`src/rtl/ddr2_i2c_master_if.sv`:
```
// ddr2_i2c_master_if: Avalon-MM register port plus open-drain I2C pin signals of ddr2_i2c_master.
//   address/chipselect/write_n/read_n/writedata/readdata : Avalon-MM slave register access
//   scl_in/sda_in   : pin levels seen on the bus
//   scl_oe/sda_oe   : 1 pulls the line low, 0 releases it
interface ddr2_i2c_master_if;
    logic [1:0] address;
    logic       chipselect;
    logic       write_n;
    logic       read_n;
    logic [7:0] writedata;
    logic [7:0] readdata;
    logic       scl_in;
    logic       sda_in;
    logic       scl_oe;
    logic       sda_oe;
    modport slave (
        input  address, chipselect, write_n, read_n, writedata, scl_in, sda_in,
        output readdata, scl_oe, sda_oe
    );
    modport master (
        output address, chipselect, write_n, read_n, writedata, scl_in, sda_in,
        input  readdata, scl_oe, sda_oe
    );
endinterface

```
`src/rtl/ddr2_i2c_master.sv`:
```
// ddr2_i2c_master: byte-level I2C master (START / 8-bit WR or RD with ACK / STOP) for the DDR2 SPD bus.
//   clk, reset_n : system clock, asynchronous active-low reset
//   bus          : Avalon-MM registers (0: TX/RX, 1: CMD, 2: STATUS) and open-drain SCL/SDA pins
//   CLK_DIV      : clk cycles per SCL quarter-period
module ddr2_i2c_master #(
    parameter int CLK_DIV = 125
) (
    input  logic clk,
    input  logic reset_n,
    ddr2_i2c_master_if.slave bus
);
    typedef enum logic [1:0] {IDLE, START, BYTE, STOP} state_t;
    state_t      state, ph_next, first_ph;
    logic [15:0] cnt;
    logic [1:0]  q;
    logic [3:0]  bitn, bit_next;
    logic [7:0]  tx, rx, status, readdata;
    logic        busy, done, rx_ack, stop_f, wr_f, rd_f, ack_out;
    logic [1:0]  scl_sync, sda_sync;
    logic        scl_oe, sda_oe, accept, advance;

    // Line levels {scl_oe, sda_oe} to apply on entry to quarter qq of phase s; cur holds lines a quarter leaves alone.
    function automatic logic [1:0] lines(state_t s, logic [1:0] qq, logic [3:0] b, logic wr, logic ack,
                                         logic [7:0] t, logic [1:0] cur);
        logic d;
        d = wr ? (b < 4'd8 && !t[3'd7 - b[2:0]]) : (b == 4'd8 && !ack);
        case (s)
            START:   lines = qq == 2'd0 ? 2'b00 : qq == 2'd2 ? {cur[1], 1'b1} : qq == 2'd3 ? {1'b1, cur[0]} : cur;
            BYTE:    lines = qq == 2'd0 ? {1'b1, d} : qq == 2'd2 ? {1'b0, cur[0]} : cur;
            STOP:    lines = qq == 2'd0 ? 2'b11 : qq == 2'd1 ? {1'b0, cur[0]} : qq == 2'd3 ? {cur[1], 1'b0} : cur;
            default: lines = cur;
        endcase
    endfunction

    assign status   = {5'd0, rx_ack, done, busy};
    assign accept   = bus.chipselect && !bus.write_n && !busy && bus.address == 2'd1 && |bus.writedata[3:0];
    assign first_ph = bus.writedata[0] ? START : (bus.writedata[2] || bus.writedata[3]) ? BYTE : STOP;
    // A quarter only ends once a released SCL is actually seen high (clock stretching).
    assign advance  = cnt == 16'd0 && (scl_oe || scl_sync[1]);
    assign bit_next = (state == BYTE && bitn != 4'd8) ? bitn + 4'd1 : 4'd0;
    assign ph_next  = state == START ? ((wr_f || rd_f) ? BYTE : stop_f ? STOP : IDLE)
                    : (state == BYTE && bitn != 4'd8) ? BYTE
                    : (state == BYTE && stop_f) ? STOP : IDLE;
    assign bus.scl_oe   = scl_oe;
    assign bus.sda_oe   = sda_oe;
    assign bus.readdata = readdata;

    always_ff @(posedge clk or negedge reset_n) begin
        if (!reset_n) begin
            state    <= IDLE;
            cnt      <= 16'd0;
            q        <= 2'd0;
            bitn     <= 4'd0;
            tx       <= 8'd0;
            rx       <= 8'd0;
            readdata <= 8'd0;
            busy     <= 1'b0;
            done     <= 1'b0;
            rx_ack   <= 1'b1;
            stop_f   <= 1'b0;
            wr_f     <= 1'b0;
            rd_f     <= 1'b0;
            ack_out  <= 1'b0;
            scl_sync <= 2'b11;
            sda_sync <= 2'b11;
            scl_oe   <= 1'b0;
            sda_oe   <= 1'b0;
        end else begin
            scl_sync <= {scl_sync[0], bus.scl_in};
            sda_sync <= {sda_sync[0], bus.sda_in};
            if (bus.chipselect && !bus.read_n)
                readdata <= bus.address == 2'd0 ? rx : bus.address == 2'd2 ? status : 8'd0;
            if (bus.chipselect && !bus.write_n && !busy && bus.address == 2'd0)
                tx <= bus.writedata;
            if (state == IDLE) begin
                if (accept) begin
                    busy    <= 1'b1;
                    done    <= 1'b0;
                    stop_f  <= bus.writedata[1];
                    wr_f    <= bus.writedata[2];
                    rd_f    <= bus.writedata[3] && !bus.writedata[2];
                    ack_out <= bus.writedata[4];
                    state   <= first_ph;
                    q       <= 2'd0;
                    bitn    <= 4'd0;
                    cnt     <= 16'(CLK_DIV - 1);
                    {scl_oe, sda_oe} <= lines(first_ph, 2'd0, 4'd0, bus.writedata[2], bus.writedata[4], tx,
                                              {scl_oe, sda_oe});
                end
            end else if (cnt != 16'd0) begin
                cnt <= cnt - 16'd1;
            end else if (advance) begin
                cnt <= 16'(CLK_DIV - 1);
                q   <= q + 2'd1;
                if (q != 2'd3) begin
                    {scl_oe, sda_oe} <= lines(state, q + 2'd1, bitn, wr_f, ack_out, tx, {scl_oe, sda_oe});
                end else begin
                    if (state == BYTE && bitn == 4'd8 && wr_f)
                        rx_ack <= sda_sync[1];
                    if (state == BYTE && bitn != 4'd8 && rd_f)
                        rx <= {rx[6:0], sda_sync[1]};
                    state <= ph_next;
                    bitn  <= bit_next;
                    if (ph_next == IDLE) begin
                        busy   <= 1'b0;
                        done   <= 1'b1;
                        // a byte ends by pulling SCL low; it stays low until the next command
                        scl_oe <= scl_oe || state == BYTE;
                    end else begin
                        {scl_oe, sda_oe} <= lines(ph_next, 2'd0, bit_next, wr_f, ack_out, tx, {scl_oe, sda_oe});
                    end
                end
            end
        end
    end
endmodule

```
`src/flat_wrapper.sv`:
```
// flat-port wrapper written by rule: the top's interface ports become plain ports
module ddr2_i2c_master_flat 
#(
    parameter int CLK_DIV = 125
)
  (clk, reset_n, bus_address, bus_chipselect, bus_write_n, bus_read_n, bus_writedata, bus_scl_in, bus_sda_in, bus_readdata, bus_scl_oe, bus_sda_oe);
  ddr2_i2c_master_if bus_i ();
  input  logic clk;
  input  logic reset_n;
  input wire logic [$bits(bus_i.address)-1:0] bus_address;
  input wire logic [$bits(bus_i.chipselect)-1:0] bus_chipselect;
  input wire logic [$bits(bus_i.write_n)-1:0] bus_write_n;
  input wire logic [$bits(bus_i.read_n)-1:0] bus_read_n;
  input wire logic [$bits(bus_i.writedata)-1:0] bus_writedata;
  input wire logic [$bits(bus_i.scl_in)-1:0] bus_scl_in;
  input wire logic [$bits(bus_i.sda_in)-1:0] bus_sda_in;
  output wire logic [$bits(bus_i.readdata)-1:0] bus_readdata;
  output wire logic [$bits(bus_i.scl_oe)-1:0] bus_scl_oe;
  output wire logic [$bits(bus_i.sda_oe)-1:0] bus_sda_oe;
  assign bus_i.address = bus_address;
  assign bus_i.chipselect = bus_chipselect;
  assign bus_i.write_n = bus_write_n;
  assign bus_i.read_n = bus_read_n;
  assign bus_i.writedata = bus_writedata;
  assign bus_i.scl_in = bus_scl_in;
  assign bus_i.sda_in = bus_sda_in;
  assign bus_readdata = bus_i.readdata;
  assign bus_scl_oe = bus_i.scl_oe;
  assign bus_sda_oe = bus_i.sda_oe;
  ddr2_i2c_master #(.CLK_DIV(CLK_DIV)) u_core (.clk(clk), .reset_n(reset_n), .bus(bus_i));
endmodule
```
`config.mk`:
```
export PLATFORM = sky130hd
export DESIGN_NAME = ddr2_i2c_master_flat
export DESIGN_NICKNAME = d
export VERILOG_FILES = /design/src/rtl/ddr2_i2c_master_if.sv /design/src/rtl/ddr2_i2c_master.sv /design/src/flat_wrapper.sv
export SDC_FILE = /design/constraint.sdc
export NUM_CORES = 1
export LEC_CHECK = 0
export BUFFER_PORTS_ARGS = -buffer_cell sky130_fd_sc_hd__buf_4
export CAP_MARGIN = 10
export CELL_PAD_IN_SITES_DETAIL_PLACEMENT = 0
export CELL_PAD_IN_SITES_GLOBAL_PLACEMENT = 1
export CORE_UTILIZATION = 35
export CTS_BUF_LIST = sky130_fd_sc_hd__clkbuf_8 sky130_fd_sc_hd__clkbuf_16
export DETAILED_ROUTE_END_ITERATION = 16
export PLACE_DENSITY_LB_ADDON = 0.1
export SLEW_MARGIN = 10
export SYNTH_ARGS = -nofsm -noshare
export SYNTH_HDL_FRONTEND = slang
export SYNTH_SLANG_ARGS = --single-unit
```
`constraint.sdc`:
```
create_clock -name clk -period 4.1 [get_ports clk]
set_clock_uncertainty 0.1 [all_clocks]
set_input_delay 0.82 -clock clk [delete_from_list [all_inputs] [get_ports clk]]
set_output_delay 0.82 -clock clk [all_outputs]
set_load 0.01 [all_outputs]
```
* Word-level counts from Yosys, hierarchy flattened
Index checks and enable logic that the tools add are counted.
** Cells by class
- $add $sub $neg :: 5
- Magnitude comparators :: 4
- Equal/unequal tests :: 32
- Multiplexer cells :: 70
- Bitwise gates (word level) :: 3
- Reduce and logical (&&, ||, !) cells :: 50
** Operator list (count)
- 2-to-1 mux 16 bit :: 4
- 2-to-1 mux 2 bit :: 22
- 2-to-1 mux 1 bit :: 31
- 2-to-1 mux 4 bit :: 6
- inequality test 5 x 4 -> 1 bit, second input constant :: 4
- equality test 2 bit, second input constant :: 9
- one-hot mux 2 bit (3 select lines) :: 3
- logical AND 1 bit :: 17
- zero test 16 bit :: 1
- nonzero test 16 bit :: 1
- subtractor 16 x 1 -> 16 bit, second input constant :: 1
- inequality test 5 bit, second input constant :: 3
- AND reduction 5 bit :: 3
- AND reduction 11 bit :: 1
- equality test 2 x 1 -> 1 bit, second input constant :: 5
- AND reduction 10 bit :: 1
- equality test 4 bit, second input constant :: 2
- zero test 1 bit :: 8
- zero test 2 bit :: 4
- less-than comparator 3 x 4 -> 1 bit, second input constant :: 2
- less-than comparator 4 bit, second input constant :: 2
- 2-to-1 mux 8 bit :: 1
- inequality test 4 bit, second input constant :: 2
- binary-select mux 1 bit (select 3 bit) :: 2
- 19 further kinds :: 29
** Word-level totals
- Bits in registers :: 61
- Input bits :: 17
- Output and inout port bits :: 10
- Word-level logic and storage cells :: 182

* Logic depth before layout (Yosys ltp)
- Depth in word-level cells :: 15
- Mapped depth :: 12
- Depth with buffers taken out :: 11

* Worst setup path after synthesis
OpenSTA, ideal clock, no wires.
- Kind :: input -> register
- Start point :: input port bus_writedata[3]
- End point :: register u_core.cnt[4]
- Library setup time :: 0.131 ns
- Data arrival time :: 2.525 ns
- Data required time :: 3.869 ns
- Path slack :: 1.344 ns
- Stages :: 8
- Path buffers :: 2
- Cell sequence :: or4_4 -> and4_4 -> buf_6 -> or2_1 -> buf_6 -> o21ai_4 -> nor2_2 -> or3_1
** Between the ends
- Word-level cells in the longest chain between the ends :: 4
** Ends and longest elaborated chain
- from (decl) :: RTL line flat_wrapper.sv:14 : input wire logic [$bits(bus_i.writedata)-1:0] bus_writedata;
- OR reduction 4 bit :: RTL line ddr2_i2c_master.sv:36 : assign accept = bus.chipselect && !bus.write_n && !busy && bus.address == 2'd1 && |bus.writedata[3:0];
- logical AND 1 bit :: RTL line ddr2_i2c_master.sv:36
- inequality test 2 x 1 -> 1 bit (no source line)
- AND reduction 2 bit (no source line)
- to (signal assigned) :: RTL line ddr2_i2c_master.sv:86 : cnt <= 16'(CLK_DIV - 1);
- to (signal assigned) :: RTL line ddr2_i2c_master.sv:91 : cnt <= cnt - 16'd1;
- to (signal assigned) :: RTL line ddr2_i2c_master.sv:93 : cnt <= 16'(CLK_DIV - 1);
- to (decl) :: RTL line ddr2_i2c_master.sv:14 : logic [15:0] cnt;
No other way between the ends.
A chain may end at the register's enable or synchronous reset.

* Worst setup path after layout
- Start point :: register u_core.cnt[0]
- End point :: register u_core.bitn[0]
** Between the ends
- Word-level cells in the longest chain between the ends :: 4
- Elaborated cells between the ends (all ways) :: 6
- Those cells by class :: eq/ne (1); reduce/logical (5)
** Ends and longest elaborated chain
- zero test 16 bit :: RTL line ddr2_i2c_master.sv:39 : assign advance = cnt == 16'd0 && (scl_oe || scl_sync[1]);
- logical AND 1 bit :: RTL line ddr2_i2c_master.sv:39
- nonzero test 2 bit (no source line)
- AND reduction 4 bit (no source line) (*)
- to (signal assigned) :: RTL line ddr2_i2c_master.sv:103 : bitn <= bit_next;
- to (decl) :: RTL line ddr2_i2c_master.sv:16 : logic [3:0] bitn, bit_next;
Every way passes the cells marked *; elsewhere a longest branch is shown, timed or not.

==> qor.txt <==
Status = finished, violations left
Violated checks = DRC
Placed instance count = 427
Worst Hold Class = flip-flop to flip-flop
Net Count, Synth = 332
Die W = 97.9 µm
Asr flop ratio synth = 100%
Yosys Warn Count = 0
CTS tree = yes
CTS root buffer = clkbuf_8
# DRC = 3
Die Y-Extent = 97.9 µm
FF+latch count, synth = 61
H-tree depth = 3
I/O pins = 27
Final TNS setup = 0 ps
EDFF count, synth = 0
Mapped Area = 3220 µm²
CP Capture Type = flip-flop
Period utilisation layout = 71.4%
Post-DRT Antenna Nets = 0
Diode count = 0
DR WL/cell = 15.9 µm
DRT iter0 DRCs = 138
Clk pin slew, worst setup/hold paths = 80 ps
Met2 Track Usage GR = 24.6%
Post-route core utilization = 41.8%
Worst-margin pin slew = 789 ps
Post-DP HPWL = 4960 µm
Initial antenna violation count = 0
Layout Cells excl Fill = 443
Fmax = 342 MHz
Worst endpoint required time = 4270 ps
Area added between synthesis and finish = 14.4%
Syn Inst Count = 306
Mean Syn Cell Area = 10.5 µm²
Final wirelength = 7030 µm
GR peak layer = met2
Clock latency on the worst-skew pair = 340 ps
Worst IR Drop VDD = 238 µV
Clock sinks = 61
Met1 Usage GRT = 21.5%
Port Buf Inserts = 26
Startpoint Class = flip-flop
Max-slew violations = 0
Share of layout cells above drive strength 1 = 25.1%
Largest net degree at the start of global routing = 62
Final hold violation count = 0
Unique masters post-synth = 61
Total number of vias = 2387
Worst Path Arrival = 3090 ps
Power per cell area = 437 nW/µm²
Final setup viols = 0
P_leak = 1.61 nW
Most used DFF post-synth = dfrtp_1
Grt ovf = 0
Vias in the first global route = 2367
RSZ-0062 raised after global routing = false
Postcts setup bufs = 0
Row count = 34
Hold_ws = 259 ps
Vias per cell = 5.39
Crit path kind = flip-flop to flip-flop
Overall Global Routing Usage = 15.8%
Nets = 356
Tmin final = 2930 ps
Sequential share of the synthesized area = 47.6%
CTS Buf Count = 9
Clock Tree Buf Depth = 2
Starting Density = 36.5%
Pre-antenna DRT Iters = 12
Relative slew margins = 47.4%
Filler cells = 867
Max-Cap Viols = 0
Resized cells post-CTS = 0
Placeable Area = 8810 µm²
CTS Hold Bufs = 0
CP Max Fanout = 16
Die area = 9580 µm²
Met3 usage = 3.79%
GPL Wtd Cong = 0.740
First-pass GRT wire length = 12000 µm
layout make-up:
cell class / count / area, µm² / share of cell area, %
multi-input cells: 223 / 1580 / 43.0
inverters: 8 / 30.0 / 0.816
clock buffers: 9 / 124 / 3.37
repair buffers: 27 / 203 / 5.51
flip-flops and latches: 61 / 1530 / 41.6
clock inverters: 7 / 73.8 / 2.01
well taps: 108 / 135 / 3.67
cells in the mapped netlist, types with 3 or more instances:
cell,instances,area share (%)
mux2i_1,4,1.2
nand3_1,7,1.1
o21ai_0,23,3.6
clkbuf_1,9,1.1
a21oi_1,13,2.0
xor2_1,6,1.6
dfstp_2,5,4.1
xnor2_1,5,1.4
nand3b_1,3,0.70
o41ai_1,3,0.82
inv_1,8,0.93
a22o_1,7,1.9
or3_1,7,1.4
ha_1,9,3.5
nand2b_1,7,1.4
dfrtp_1,56,44
nand4_1,4,0.78
mux2_2,22,7.7
buf_2,3,0.47
nand2_1,23,2.7
o31ai_1,3,0.70
nor2_1,21,2.5
nor3_1,10,1.6
placed cells by master, fill, tap and decap left out, drive strengths merged, types with 4 or more instances in the layout:
master	count
o21ai	26
mux2	22
inv	10
nand2	23
nor3	11
buf	27
xor2	6
clkbuf	9
xnor2	5
nor2	23
a22o	7
dfstp	5
ha	9
nand2b	7
nand3	8
dfrtp	56
or3	7
mux2i	4
a21oi	13
nand4	4
flip-flops by register name (all words and copies together) (netlist names), 2 cells and up:
name and count:
u_core.scl_sync 2, u_core.rx 8, u_core.state 2, u_core.cnt 16
u_core.bitn 4, u_core.bus.readdata 8, u_core.tx 8, u_core.sda_sync 2
u_core.q 2
report_power, final:
part / internal (W) / switching (W) / leakage, nW
logic: 0.000128 / 0.000146 / 0.727
clock network: 0.000284 / 0.000260 / 0.100
registers: 0.000692 / 0.000101 / 0.780
total: 0.00110 / 0.000507 / 1.61
worst max-delay path, cell delays in order, from the launching register on:
cell and delay [ps]:
dfrtp_1 410, inv_1 90, ha_1 140, nor3b_1 380, nand2_1 140, o21ai_2 570
o21ai_0 440, or3_1 420, o21ai_0 150
metrics by stage:
step,area (µm²),total power [W],setup WS (ps)
after detailed placement,3480,0.00108,831
after global placement,3480,0.00108,957
after CTS,3680,0.00163,1120
after global routing,3680,0.00171,873
final,3680,0.00161,1170
after floorplan,3220,0.000992,1340
worst paths after layout:
path	start	end	slack (ps)	depth (start not counted)
worst max-delay path	u_core.cnt[0]	u_core.bitn[0]	1170	8
worst min register to register	u_core.scl_sync[0]	u_core.scl_sync[1]	260	0
worst max register to register	u_core.cnt[0]	u_core.bitn[0]	1170	8
worst min-delay path	u_core.scl_sync[0]	u_core.scl_sync[1]	260	0
max in group asynchronous	reset_n	u_core.cnt[3]	2920	1
min in group asynchronous	reset_n	u_core.bitn[2]	440	1
cell families after synthesis:
group / count (synthesis) / share of synthesized area, %
AOI/OAI and AO/OA: 74 / 15.6
xor gates and xnor gates: 11 / 2.99
adders and majority gates: 9 / 3.50
buffers and inverters: 22 / 3.15
DFF: 61 / 47.6
muxes: 27 / 9.65
and+or+nand+nor: 102 / 17.4
routing by layer:
layer / vias to the layer above / wire [µm]
met5: - / 0
met4: 0 / 74
met3: 7 / 199
met2: 33 / 3170
met1: 1176 / 3590
li1: 1171 / -
No activity file was read; power rests on OpenSTA's default activity.
